===== src/rtl/dpcd_ratio_ctrl.sv =====
// rtl/dpcd_ratio_ctrl.sv - round-robin sharing of a programmable clock divider control word with settle hold
// Optional feature macro: DPCD_RATIO_CTRL_RAMP_EN (step div_ctrl by +/-1 toward the target)
module dpcd_ratio_ctrl #(
  parameter int DIV_CTRL_SIZE_P = 4,
  parameter int NUM_REQ_P       = 3,
  parameter int SETTLE_CYCLES_P = 32,
  localparam int OWNER_W_LP     = (NUM_REQ_P > 1) ? $clog2(NUM_REQ_P) : 1
) (
  input  logic                                 clk_src,
  input  logic                                 rst_n,
  input  logic [NUM_REQ_P-1:0]                 req,
  input  logic [NUM_REQ_P*DIV_CTRL_SIZE_P-1:0] req_div,
  output logic [NUM_REQ_P-1:0]                 ack,
  output logic [DIV_CTRL_SIZE_P-1:0]           div_ctrl,
  output logic                                 busy,
  output logic [OWNER_W_LP-1:0]                owner
);

  localparam int W_LP   = DIV_CTRL_SIZE_P;
  localparam int CNT_LP = (SETTLE_CYCLES_P > 2) ? $clog2(SETTLE_CYCLES_P) : 1;

  typedef enum logic [1:0] {
    IDLE   = 2'd0,
    STEP   = 2'd1,
    SETTLE = 2'd2,
    ACK    = 2'd3
  } state_t;

  state_t                 state_q, state_d;
  logic [CNT_LP-1:0]      cnt_q, cnt_d;
  logic [W_LP-1:0]        div_q, div_d;
  logic [W_LP-1:0]        target_q, target_d;
  logic [OWNER_W_LP-1:0]  owner_q, owner_d;
  logic [OWNER_W_LP-1:0]  rr_q, rr_d;
  logic [NUM_REQ_P-1:0]   ack_q, ack_d;
  logic                   busy_q, busy_d;

  logic                   gnt_valid;
  logic [OWNER_W_LP-1:0]  gnt_idx;
  logic [W_LP-1:0]        gnt_div;
  logic [W_LP-1:0]        step_div;
  int                     srch_idx;

  // Round-robin search starting just above the last grantee
  always_comb begin
    gnt_valid = 1'b0;
    gnt_idx   = '0;
    gnt_div   = '0;
    srch_idx  = 0;
    for (int i = 1; i <= NUM_REQ_P; i++) begin
      srch_idx = (int'(rr_q) + i) % NUM_REQ_P;
      if (!gnt_valid && req[srch_idx]) begin
        gnt_valid = 1'b1;
        gnt_idx   = OWNER_W_LP'(srch_idx);
        gnt_div   = req_div[srch_idx*W_LP +: W_LP];
      end
    end
  end

  // Value written to the divider on the next STEP->SETTLE transition
`ifdef DPCD_RATIO_CTRL_RAMP_EN
  localparam logic [W_LP-1:0] TWO_LP = W_LP'(2);
  always_comb begin
    step_div = target_q;
    // Codes 0 and 1 are bypass/inverted clocks, so ramping through them makes no sense
    if (div_q >= TWO_LP && target_q >= TWO_LP) begin
      if (div_q < target_q) begin
        step_div = div_q + W_LP'(1);
      end else begin
        step_div = div_q - W_LP'(1);
      end
    end
  end
`else
  always_comb begin
    step_div = target_q;
  end
`endif

  // Next-state and registered-output computation
  always_comb begin
    state_d  = state_q;
    cnt_d    = cnt_q;
    div_d    = div_q;
    target_d = target_q;
    owner_d  = owner_q;
    rr_d     = rr_q;
    case (state_q)
      IDLE: begin
        if (gnt_valid) begin
          owner_d  = gnt_idx;
          target_d = gnt_div;
          state_d  = STEP;
        end
      end
      STEP: begin
        if (div_q == target_q) begin
          state_d = ACK;
        end else begin
          div_d   = step_div;
          cnt_d   = CNT_LP'(SETTLE_CYCLES_P - 1);
          state_d = SETTLE;
        end
      end
      SETTLE: begin
        if (cnt_q == '0) begin
          state_d = STEP;
        end else begin
          cnt_d = cnt_q - CNT_LP'(1);
        end
      end
      ACK: begin
        rr_d    = owner_q;
        state_d = IDLE;
      end
      default: state_d = IDLE;
    endcase
    ack_d = '0;
    if (state_d == ACK) begin
      ack_d[owner_d] = 1'b1;
    end
    busy_d = (state_d != IDLE);
  end

  // State and output registers; reset parks the divider in bypass with requester 0 first
  always_ff @(posedge clk_src or negedge rst_n) begin
    if (!rst_n) begin
      state_q  <= IDLE;
      cnt_q    <= '0;
      div_q    <= '0;
      target_q <= '0;
      owner_q  <= '0;
      rr_q     <= OWNER_W_LP'(NUM_REQ_P - 1);
      ack_q    <= '0;
      busy_q   <= 1'b0;
    end else begin
      state_q  <= state_d;
      cnt_q    <= cnt_d;
      div_q    <= div_d;
      target_q <= target_d;
      owner_q  <= owner_d;
      rr_q     <= rr_d;
      ack_q    <= ack_d;
      busy_q   <= busy_d;
    end
  end

  assign ack      = ack_q;
  assign div_ctrl = div_q;
  assign busy     = busy_q;
  assign owner    = owner_q;

endmodule


===== config.mk =====
export PLATFORM = sky130hd
export DESIGN_NAME = dpcd_ratio_ctrl
export DESIGN_NICKNAME = d
export VERILOG_FILES = /design/src/rtl/dpcd_ratio_ctrl.sv
export SDC_FILE = /design/constraint.sdc
export NUM_CORES = 1
export LEC_CHECK = 0
export BUFFER_PORTS_ARGS = -buffer_cell sky130_fd_sc_hd__buf_2
export CAP_MARGIN = 5
export CORE_ASPECT_RATIO = 0.75
export CORE_MARGIN = 1.5
export CORE_UTILIZATION = 54
export CTS_BUF_LIST = sky130_fd_sc_hd__clkbuf_2
export DETAILED_ROUTE_END_ITERATION = 8
export GPL_ROUTABILITY_DRIVEN = 0
export PLACE_DENSITY = 0.8
export SLEW_MARGIN = 30
export SYNTH_ARGS = -nofsm -noshare
export SYNTH_HDL_FRONTEND = slang
export SYNTH_SLANG_ARGS = --single-unit

===== constraint.sdc =====
create_clock -name clk_src -period 2.1 [get_ports clk_src]
set_input_delay 0.42 -clock clk_src [delete_from_list [all_inputs] [get_ports clk_src]]
set_output_delay 0.42 -clock clk_src [all_outputs]
set_load 0.01 [all_outputs]

==> out/qor.yml, run 1 <==
status: "finished with violations"
violations: "negative setup slack"
worst_slew_pin_slew_ns: 0.635
slew_headroom: 0.564
p_leak_uw: 0.00111
start_kind: "flop"
swShare: 0.479
place_area_um2: 2250
fp.dieW_um: 72.2
dr.pass1.iters: 4
htree_levels: 1
ir_worst_vdd_mv: 1.04
synth-seq-cells: 23
intPower_uw: 2060
path_cells: "inv_4, ha_4, or4b_4, nand4_1, or2_4, a21oi_4, nor4b_4"
routed_wl_um: 4560
finalCritPeriodShare: 1.02
finalSetupTns_ns: -0.290
max_stage_delay_ns: 0.60
rr_worst_depth: 7
final_nets: 291
clock.fmax_mhz: 465
holdWs_ns: 0.0121
numPortBuffers: 26
p_comb_frac: 0.768
drt-initial-drc-count: 92
seq_power_share: 0.187
synthArstFlopShare: 1.00
grt_pass1_wl_um: 7110
setup_violations: 8
cts_sinks: 23
fp-row-count: 18
synth_edf_count: 0
numCtsBuffers: 3
ios: 27
cts_tree: "built"
ys_seq_area_frac: 0.297
wire_per_inst_um: 15.3
num_antenna_cells: 0
grt_max_degree: 24
power_uw: 3950
coreArea_um2: 3360
skew_ns: 0.00481
grt_use_total: 0.235
cp_data_required_time_ns: 2.35
period_needed_ns: 2.15
final_area_um2: 2460
rr_endpoint: "ack[0]$_DFF_PN0_"
setup.worst_path.end_class: "flop"
worstSkewPairLatency_ns: 0.33
rr_startpoint: "rr_q[1]$_DFFE_PN1N_"
cp_max_fo: 5
hold_class: "primary input to async pin"
overflow: 0
die_height_um: 54.9
post_drt_via_cell_ratio: 5.87
antenna_found_initial: 0
worst_slack_ns: -0.0502
drtAntennaViolNets: 0
power.density_nw_per_um2: 1610
cp_slowest_cell: "dfstp_2"
synth_flop_cell: "dfrtp_1"
rsz0062_at_grt: "true"
reg2reg_slack_ns: -0.05
syn2layout_area_growth_pct: 26.6
avgSynthCellArea_um2: 9.15
slew_viol_final: 0
yosysWarnings: 0
drv_cap: 0
syn_inst: 212
final_util: 0.732
hold_viol: 0
start_util: 0.578
drc: 0
p_switching_uw: 1890
cts_hold_buf: 0
grt_pass1_vias: 1586
drive_gt1_frac: 0.409
crit_type: "flop to flop"
num_vias: 1742
clkTransAtPathRegs_ns: 0.20
clockRootBuffer: "clkbuf_2"
yosysUniqueCellTypes: 60
die-area_um2: 3960
clock_path_buffers: 2
syn_area_um2: 1940
critPathArrivalTime_ns: 2.40
clockPowerShare: 0.045
synth_nets: 245
dp_hpwl_um: 3230
placed cells by master (no fill, tap or decap), types with 2 or more instances in the layout:
cell / count
buf_4: 23
a21oi_1: 6
ha_1: 11
inv_1: 12
a22oi_1: 5
a21oi_4: 3
inv_2: 3
o21ai_0: 16
nand3_1: 3
ha_2: 2
a32oi_2: 3
dfrtp_1: 22
o21a_1: 2
buf_2: 26
buf_6: 3
a32o_2: 2
ha_4: 3
nand2_1: 16
clkbuf_2: 4
xor2_1: 3
nand2b_1: 2
a22oi_2: 3
or2_4: 2
mux2_2: 9
nor2b_1: 3
o21ai_1: 4
nor2_1: 12
nor3_1: 2
mux2i_1: 12
worst max path at each step:
stage | from | endpoint | slack (ns) | depth (start not counted)
after floorplan | rr_q[1]$_DFFE_PN1N_ | ack[1]$_DFF_PN0_ | -0.08 | 9
after global placement | rr_q[1]$_DFFE_PN1N_ | ack[1]$_DFF_PN0_ | -0.04 | 7
after detailed placement | rr_q[1]$_DFFE_PN1N_ | step_div[2]$_DFFE_PN0P_ | -0.11 | 8
after CTS | rr_q[1]$_DFFE_PN1N_ | ack[0]$_DFF_PN0_ | -0.02 | 7
after global routing | rr_q[1]$_DFFE_PN1N_ | step_div[1]$_DFFE_PN0P_ | -0.14 | 10
final | rr_q[1]$_DFFE_PN1N_ | ack[0]$_DFF_PN0_ | -0.05 | 7
sequential cells by signal (all words and copies together) (netlist names):
name,count
state_q,2
busy,1
rr_q,2
div_ctrl,4
cnt_q,5
ack,3
owner,2
step_div,4
repair_timing:
item / CTS / global route
gates resized for setup: 12 / 22
hold endpoints to repair: 0 / 0
buffers inserted: 3 / 2
endpoints found under the setup margin: 7 / 10
pin swaps: 8 / 3
layer usage:
metal,GRT usage,up-vias,wire length [µm]
li1,-,858,-
met1,0.339,824,2200
met2,0.384,56,2060
met5,0,-,0
met4,0.0189,0,21
met3,0.0471,4,269
worst max-delay path, delay by kind of cell (launching register included):
kind / cells / cell delay (ns)
buffers and inverters: 1 / 0.05
and+or+nand+nor: 4 / 1.06
DFF: 1 / 0.60
AOI/OAI and AO/OA: 1 / 0.08
adders and majority gates: 1 / 0.29
stage by stage:
| stage | setup slack, ns | std cells |
|---|---|---|
| 6_report | -0.0502 | 297 |
| 5_1_grt | -0.138 | 297 |
| 4_1_cts | -0.0195 | 296 |
| 3_5_place_dp | -0.110 | 289 |
| 3_3_place_gp | -0.0368 | 289 |
| 2_1_floorplan | -0.0830 | 212 |
area by class of cell:
cell class                      count  area (µm²)
Sequential cell                    23         577
Tap cell                           40        50.0
Fill cell                         243         900
Multi-Input combinational cell    162        1410
Inverter                           16        62.6
Clock buffer                        4        20.0
Timing Repair Buffer               52         337
kinds of logic after synthesis:
group,Yosys count,share of synthesized area
XOR/XNOR,5,0.0226
AND/OR/NAND/NOR,63,0.192
flip-flops,23,0.297
buffers and inverters,27,0.0652
AO/OA/AOI/OAI,57,0.206
multiplexers,21,0.114
adder cells (fa/ha/maj),16,0.103
synthesized netlist by cell type (2+ instances only):
cell type | n | area, µm²
a32oi_1 | 4 | 35.0
o21ai_1 | 4 | 20.0
ha_1 | 16 | 200
inv_1 | 15 | 56.3
or2_1 | 2 | 12.5
o21a_1 | 2 | 15.0
buf_2 | 5 | 25.0
a21oi_1 | 6 | 30.0
nor2b_1 | 3 | 18.8
nor3_1 | 2 | 10.0
a21oi_4 | 2 | 32.5
a22oi_1 | 8 | 60.1
nor2_1 | 13 | 48.8
nor4_1 | 2 | 12.5
nand2b_1 | 2 | 12.5
o21ai_0 | 17 | 85.1
clkbuf_1 | 2 | 7.51
mux2_2 | 9 | 101
xor2_1 | 4 | 35.0
nand2_1 | 17 | 63.8
a32o_1 | 2 | 20.0
dfrtp_1 | 22 | 551
nand3_1 | 4 | 20.0
buf_6 | 2 | 22.5
mux2i_1 | 12 | 120
power groups by stage:
stage | clock network [µW] | registers (µW) | logic, µW
final | 177 | 739 | 3030
after global routing | 194 | 759 | 3290
after CTS | 178 | 733 | 2710
after detailed placement | 0 | 739 | 2520
after global placement | 0 | 737 | 2460
after floorplan | 0 | 763 | 1740
Power figures use the tool's default switching activity.
==> inputs of run 2 (changes only) <==
CORE_UTILIZATION = 60   (was 54)
PLACE_DENSITY = 0.84   (was 0.8)
SKIP_CTS_REPAIR_TIMING = 1   (was unset)
clock period = 2.03 ns   (was 2.1 ns; I/O delays follow)
==> out/qor.yml, run 2 (synthesized netlist as in run 1, its figures left out) <==
die_height_um: 52.2  # -4.9%
cp_max_fo: 5  # unchanged
wire_per_inst_um: 17.4  # +14%
clock_path_buffers: 2  # unchanged
hold_viol: 11  # +11
htree_levels: 1  # unchanged
ios: 27  # unchanged
num_antenna_cells: 0  # unchanged
critPathArrivalTime_ns: 2.52  # +0.12 ns
cts_sinks: 23  # unchanged
ir_worst_vdd_mv: 1.38  # +33%
period_needed_ns: 2.26  # +0.108 ns
slew_headroom: 0.546  # -0.0185
post_drt_via_cell_ratio: 6.13  # +4.4%
clock.fmax_mhz: 443  # -4.8%
grt_use_total: 0.264  # +0.0298
status: "finished with violations"
path_cells: "inv_4, ha_4, or4b_4, nand3_2, or2_4, a32o_2, and4bb_1"
slew_viol_final: 0  # unchanged
path_delay_family: "simple AND/OR/NAND/NOR gates"
drv_cap: 0  # unchanged
path_buf_inv: 1  # unchanged
start_kind: "flop"
numPortBuffers: 26  # unchanged
most-common-layout-cells: "buf_2, buf_4, dfrtp_1, nand2_1, o21ai_0"
largest_reg_flops: 5  # unchanged
holdWs_ns: -0.0163  # -0.0284 ns
nFillCells: 177  # -27%
die-area_um2: 3590  # -9.5%
dr.pass1.iters: 4  # unchanged
place_area_um2: 2300  # +2.1%
worst_slack_ns: -0.228  # -0.178 ns
clockRootBuffer: "clkbuf_2"
rsz0062_at_grt: "true"
overflow: 0  # unchanged
cts_tree: "built"
p_leak_uw: 0.00115  # +3.5%
power_uw: 4330  # +9.8%
antenna_found_initial: 0  # unchanged
fp.dieW_um: 68.7  # -4.9%
seqCellArea_um2: 577  # unchanged
fp-row-count: 17  # -1
drt-initial-drc-count: 92  # unchanged
start_util: 0.647  # +0.0687
routed_wl_um: 5260  # +15%
final_nets: 298  # +2.4%
worstSkewPairLatency_ns: 0.35  # +0.02 ns
violations: "negative hold slack, negative setup slack"
num_vias: 1850  # +6.2%
grt_max_degree: 24  # unchanged
power.density_nw_per_um2: 1720  # +7.1%
syn2layout_area_growth_pct: 29.8
hold_class: "primary input to async pin"
multi_input_area_um2: 1410  # -0.18%
finalCritPeriodShare: 1.11  # +0.0883
max_stage_delay_ns: 0.61  # about the same
numCtsBuffers: 3  # unchanged
top_register: "cnt_q"
cp_data_required_time_ns: 2.30  # -0.05 ns
drc: 0  # unchanged
grt_pass1_wl_um: 7080  # -0.48%
setup_violations: 10  # +2
worst_slew_pin_slew_ns: 0.662  # +0.0269 ns
drtAntennaViolNets: 0  # unchanged
coreArea_um2: 3000  # -11%
crit_type: "flop to flop"
final_area_um2: 2520  # +2.5%
finalSetupTns_ns: -1.59  # -1.30 ns
dp_hpwl_um: 3390  # +4.9%
clkTransAtPathRegs_ns: 0.22  # +0.02 ns
drive_gt1_frac: 0.409  # +0.000531
cp_slowest_cell: "dfstp_2"
setup.worst_path.end_class: "flop"
grt_pass1_vias: 1560  # -1.6%
skew_ns: 0.0231  # +0.0183 ns
[run 2: cell types whose count changed in the layout (fill, tap and decap cells not counted), sizes merged]
cell | previous run | this run
buf | 52 | 59
[run 2: layout make-up]
cell class	instances	share of cell area
timing repair buffer	59	0.160
clock buffer	4	0.00795
inverter	16	0.0249
tap	38	0.0189
sequential	23	0.229
multi-input combinational	162	0.559
[run 2: path summary, 6_finish.rpt]
kind / slack (ns) / depth (start not counted) / endpoint / start
worst max-delay path: -0.23 / 7 / ack[2]$_DFF_PN0_ / rr_q[1]$_DFFE_PN1N_
worst min-delay path: -0.02 / 1 / cnt_q[1]$_DFFE_PN0P_ / rst_n
worst max register to register: -0.23 / 7 / ack[2]$_DFF_PN0_ / rr_q[1]$_DFFE_PN1N_
worst min register to register: 0.54 / 1 / cnt_q[0]$_DFFE_PN0P_ / cnt_q[0]$_DFFE_PN0P_
max in group asynchronous: 1.69 / 1 / step_div[1]$_DFFE_PN0P_ / rst_n
min in group clk_src: 0.48 / 5 / step_div[1]$_DFFE_PN0P_ / req_div[5]
[run 2: metrics by stage]
step | utilization | cells | setup WS (ns) | hold WS (ns)
5_1_grt | 0.839 | 302 | -0.288 | 0.0244
6_report | 0.839 | 302 | -0.228 | -0.0163
3_3_place_gp | 0.766 | 292 | -0.138 | 0.397
4_1_cts | 0.772 | 296 | -0.204 | -0.00914
3_5_place_dp | 0.766 | 292 | -0.167 | 0.397
2_1_floorplan | - | 212 | -0.153 | 0.110
[run 2: report_power, final]
part,internal (µW),switching (µW),total (µW)
Sequential,626,149,775
Clock,52.1,138,190
Combinational,1590,1780,3370
Total,2270,2060,4330
[run 2: metal layers]
metal  share of wire  routed length (µm)  vias up  global-route usage
li1                -                   -      874                   -
met1            0.46                2400      890               0.373
met2            0.46                2430       76               0.397
met3           0.062                 325       10              0.0796
met4           0.020                 106        0              0.0567
met5               0                   0        -                   0
==> inputs of run 3 (changes only) <==
CORE_UTILIZATION = 40   (was 60)
PLACE_DENSITY = 0.6   (was 0.84)
==> out/qor.yml, run 3 (synthesized netlist as in run 1, its figures left out) <==
drv_cap: 0  # unchanged
ir_worst_vdd_mv: 0.860  # -38%
clkTransAtPathRegs_ns: 0.20  # -0.02 ns
period_needed_ns: 2.18  # -0.0763 ns
worst_slack_ns: -0.151  # +0.0763 ns
worstSkewPairLatency_ns: 0.32  # -0.03 ns
max_stage_delay_ns: 0.61  # about the same
swShare: 0.463  # -0.0133
clock.fmax_mhz: 458  # +3.5%
path_delay_family: "simple AND/OR/NAND/NOR gates"
num_vias: 1702  # -8.0%
grt_pass1_vias: 1604  # +2.8%
finalCritPeriodShare: 1.07  # -0.0376
grt_pass1_wl_um: 7460  # +5.4%
nFillCells: 442  # +150%
fp-row-count: 21  # +4
ios: 27  # unchanged
cp_slowest_cell: "dfstp_2"
path_buf_inv: 2  # +1
setup.worst_path.end_class: "flop"
cp_data_required_time_ns: 2.27  # -0.03 ns
holdWs_ns: 0.0208  # +0.0371 ns
p_leak_uw: 0.00110  # -4.3%
path_cells: "inv_4, ha_2, buf_4, nand4bb_1, nand3_1, or2_4, a32o_2, nor4_4"
seqCellArea_um2: 577  # unchanged
routed_wl_um: 4380  # -17%
layout_commonest_cell: "buf_4"
seq_power_share: 0.193  # +0.014
p_comb_frac: 0.761  # -0.016
skew_ns: 0.00505  # -0.0180 ns
clockPowerShare: 0.046  # +0.002
p_switching_uw: 1830  # -11%
hold_viol: 0  # -11
cts_sinks: 23  # unchanged
use_met3: 0.0393  # -0.0403
numPortBuffers: 26  # unchanged
coreArea_um2: 4570  # +52%
hold_class: "primary input to async pin"
status: "finished with violations"
rsz0062_at_grt: "true"
post_drt_via_cell_ratio: 5.37  # -12%
cp_max_fo: 8  # +3
start_util: 0.424  # -0.222
met1_usage: 0.262  # -0.111
syn2layout_area_growth_pct: 26.1
final_nets: 294  # -1.3%
violations: "negative setup slack"
slew_viol_final: 0  # unchanged
power.density_nw_per_um2: 1610  # -6.2%
wire_per_inst_um: 13.8  # -21%
drtAntennaViolNets: 0  # unchanged
setup_violations: 9  # -1
antenna_found_initial: 0  # unchanged
intPower_uw: 2120  # -6.6%
grt_use_total: 0.171  # -0.0931
critPathArrivalTime_ns: 2.42  # -0.10 ns
worst_slew_pin_slew_ns: 0.578  # -0.0845 ns
numCtsBuffers: 3  # unchanged
cts_tree: "built"
multi_input_area_um2: 1360  # -3.1%
start_kind: "flop"
most-common-layout-cells: "buf_4, buf_2, dfrtp_1, nand2_1, o21ai_0"
grt_max_degree: 24  # unchanged
die-area_um2: 5280  # +47%
fp.dieW_um: 83.4  # +21%
clock_path_buffers: 2  # unchanged
clockRootBuffer: "clkbuf_2"
crit_type: "flop to flop"
dr.pass1.iters: 5  # +1
grt-busiest-layer: "met1"
drt-initial-drc-count: 62  # -33%
num_antenna_cells: 0  # unchanged
overflow: 0  # unchanged
slew_headroom: 0.604  # +0.0580
drive_gt1_frac: 0.388  # -0.0206
largest_reg_flops: 5  # unchanged
top_register: "cnt_q"
final_util: 0.535  # -0.304
dp_hpwl_um: 3340  # -1.4%
drc: 0  # unchanged
use_met2: 0.252  # -0.145
htree_levels: 1  # unchanged
die_height_um: 63.3  # +21%
[run 3: cell count changes in the layout (fill, tap and decap cells not counted), sizes merged]
cell / change
buf: -4
[run 3: area by class of cell]
class,instances,share of cell area
multi-input cells,162,0.558
flip-flops and latches,23,0.236
repair buffers,55,0.144
well taps,57,0.0292
inverters,16,0.0256
clock buffers,4,0.00818
[run 3: power by group through the flow]
| stage | Sequential [µW] | Combinational (µW) | Clock [µW] |
|---|---|---|---|
| 6_report | 763 | 3010 | 181 |
| 4_1_cts | 757 | 2730 | 195 |
| 3_3_place_gp | 766 | 2680 | 0 |
| 5_1_grt | 790 | 3340 | 209 |
| 2_1_floorplan | 789 | 1800 | 0 |
| 3_5_place_dp | 766 | 2710 | 0 |
[run 3: metrics by stage]
step | area (µm²) | power [µW] | std cells | setup TNS [ns] | worst slack (ns)
6_report | 2450 | 3950 | 317 | -0.893 | -0.151
3_5_place_dp | 2310 | 3470 | 311 | -1.15 | -0.169
5_1_grt | 2450 | 4340 | 317 | -1.58 | -0.223
3_3_place_gp | 2310 | 3450 | 311 | -0.809 | -0.122
2_1_floorplan | 1980 | 2590 | 212 | -0.675 | -0.153
4_1_cts | 2330 | 3680 | 315 | -1.53 | -0.212
[run 3: worst register-to-register path, stage by stage (launching register included)]
cell and delay [ns]:
dfstp_2 0.61, inv_4 0.05, ha_2 0.20, buf_4 0.16, nand4bb_1 0.13, nand3_1 0.09, or2_4 0.27, a32o_2 0.32
nor4_4 0.28
[run 3: worst paths after layout]
kind | cells after the start | to | slack, ns | startpoint
worst max-delay path | 8 | ack[1]$_DFF_PN0_ | -0.15 | rr_q[1]$_DFFE_PN1N_
min in group clk_src | 5 | step_div[1]$_DFFE_PN0P_ | 0.50 | req_div[5]
worst max register to register | 8 | ack[1]$_DFF_PN0_ | -0.15 | rr_q[1]$_DFFE_PN1N_
worst min-delay path | 1 | div_ctrl[2]$_DFFE_PN0P_ | 0.02 | rst_n
worst min register to register | 1 | cnt_q[0]$_DFFE_PN0P_ | 0.52 | cnt_q[0]$_DFFE_PN0P_
max in group asynchronous | 1 | rr_q[1]$_DFFE_PN1N_ | 1.63 | rst_n
[run 3: layer usage]
layer / vias up / part of all wire / wire (µm)
met5: - / 0 / 0
met4: 0 / 0.0018 / 8
met3: 2 / 0.038 / 166
met2: 22 / 0.42 / 1830
met1: 808 / 0.54 / 2380
li1: 870 / - / -
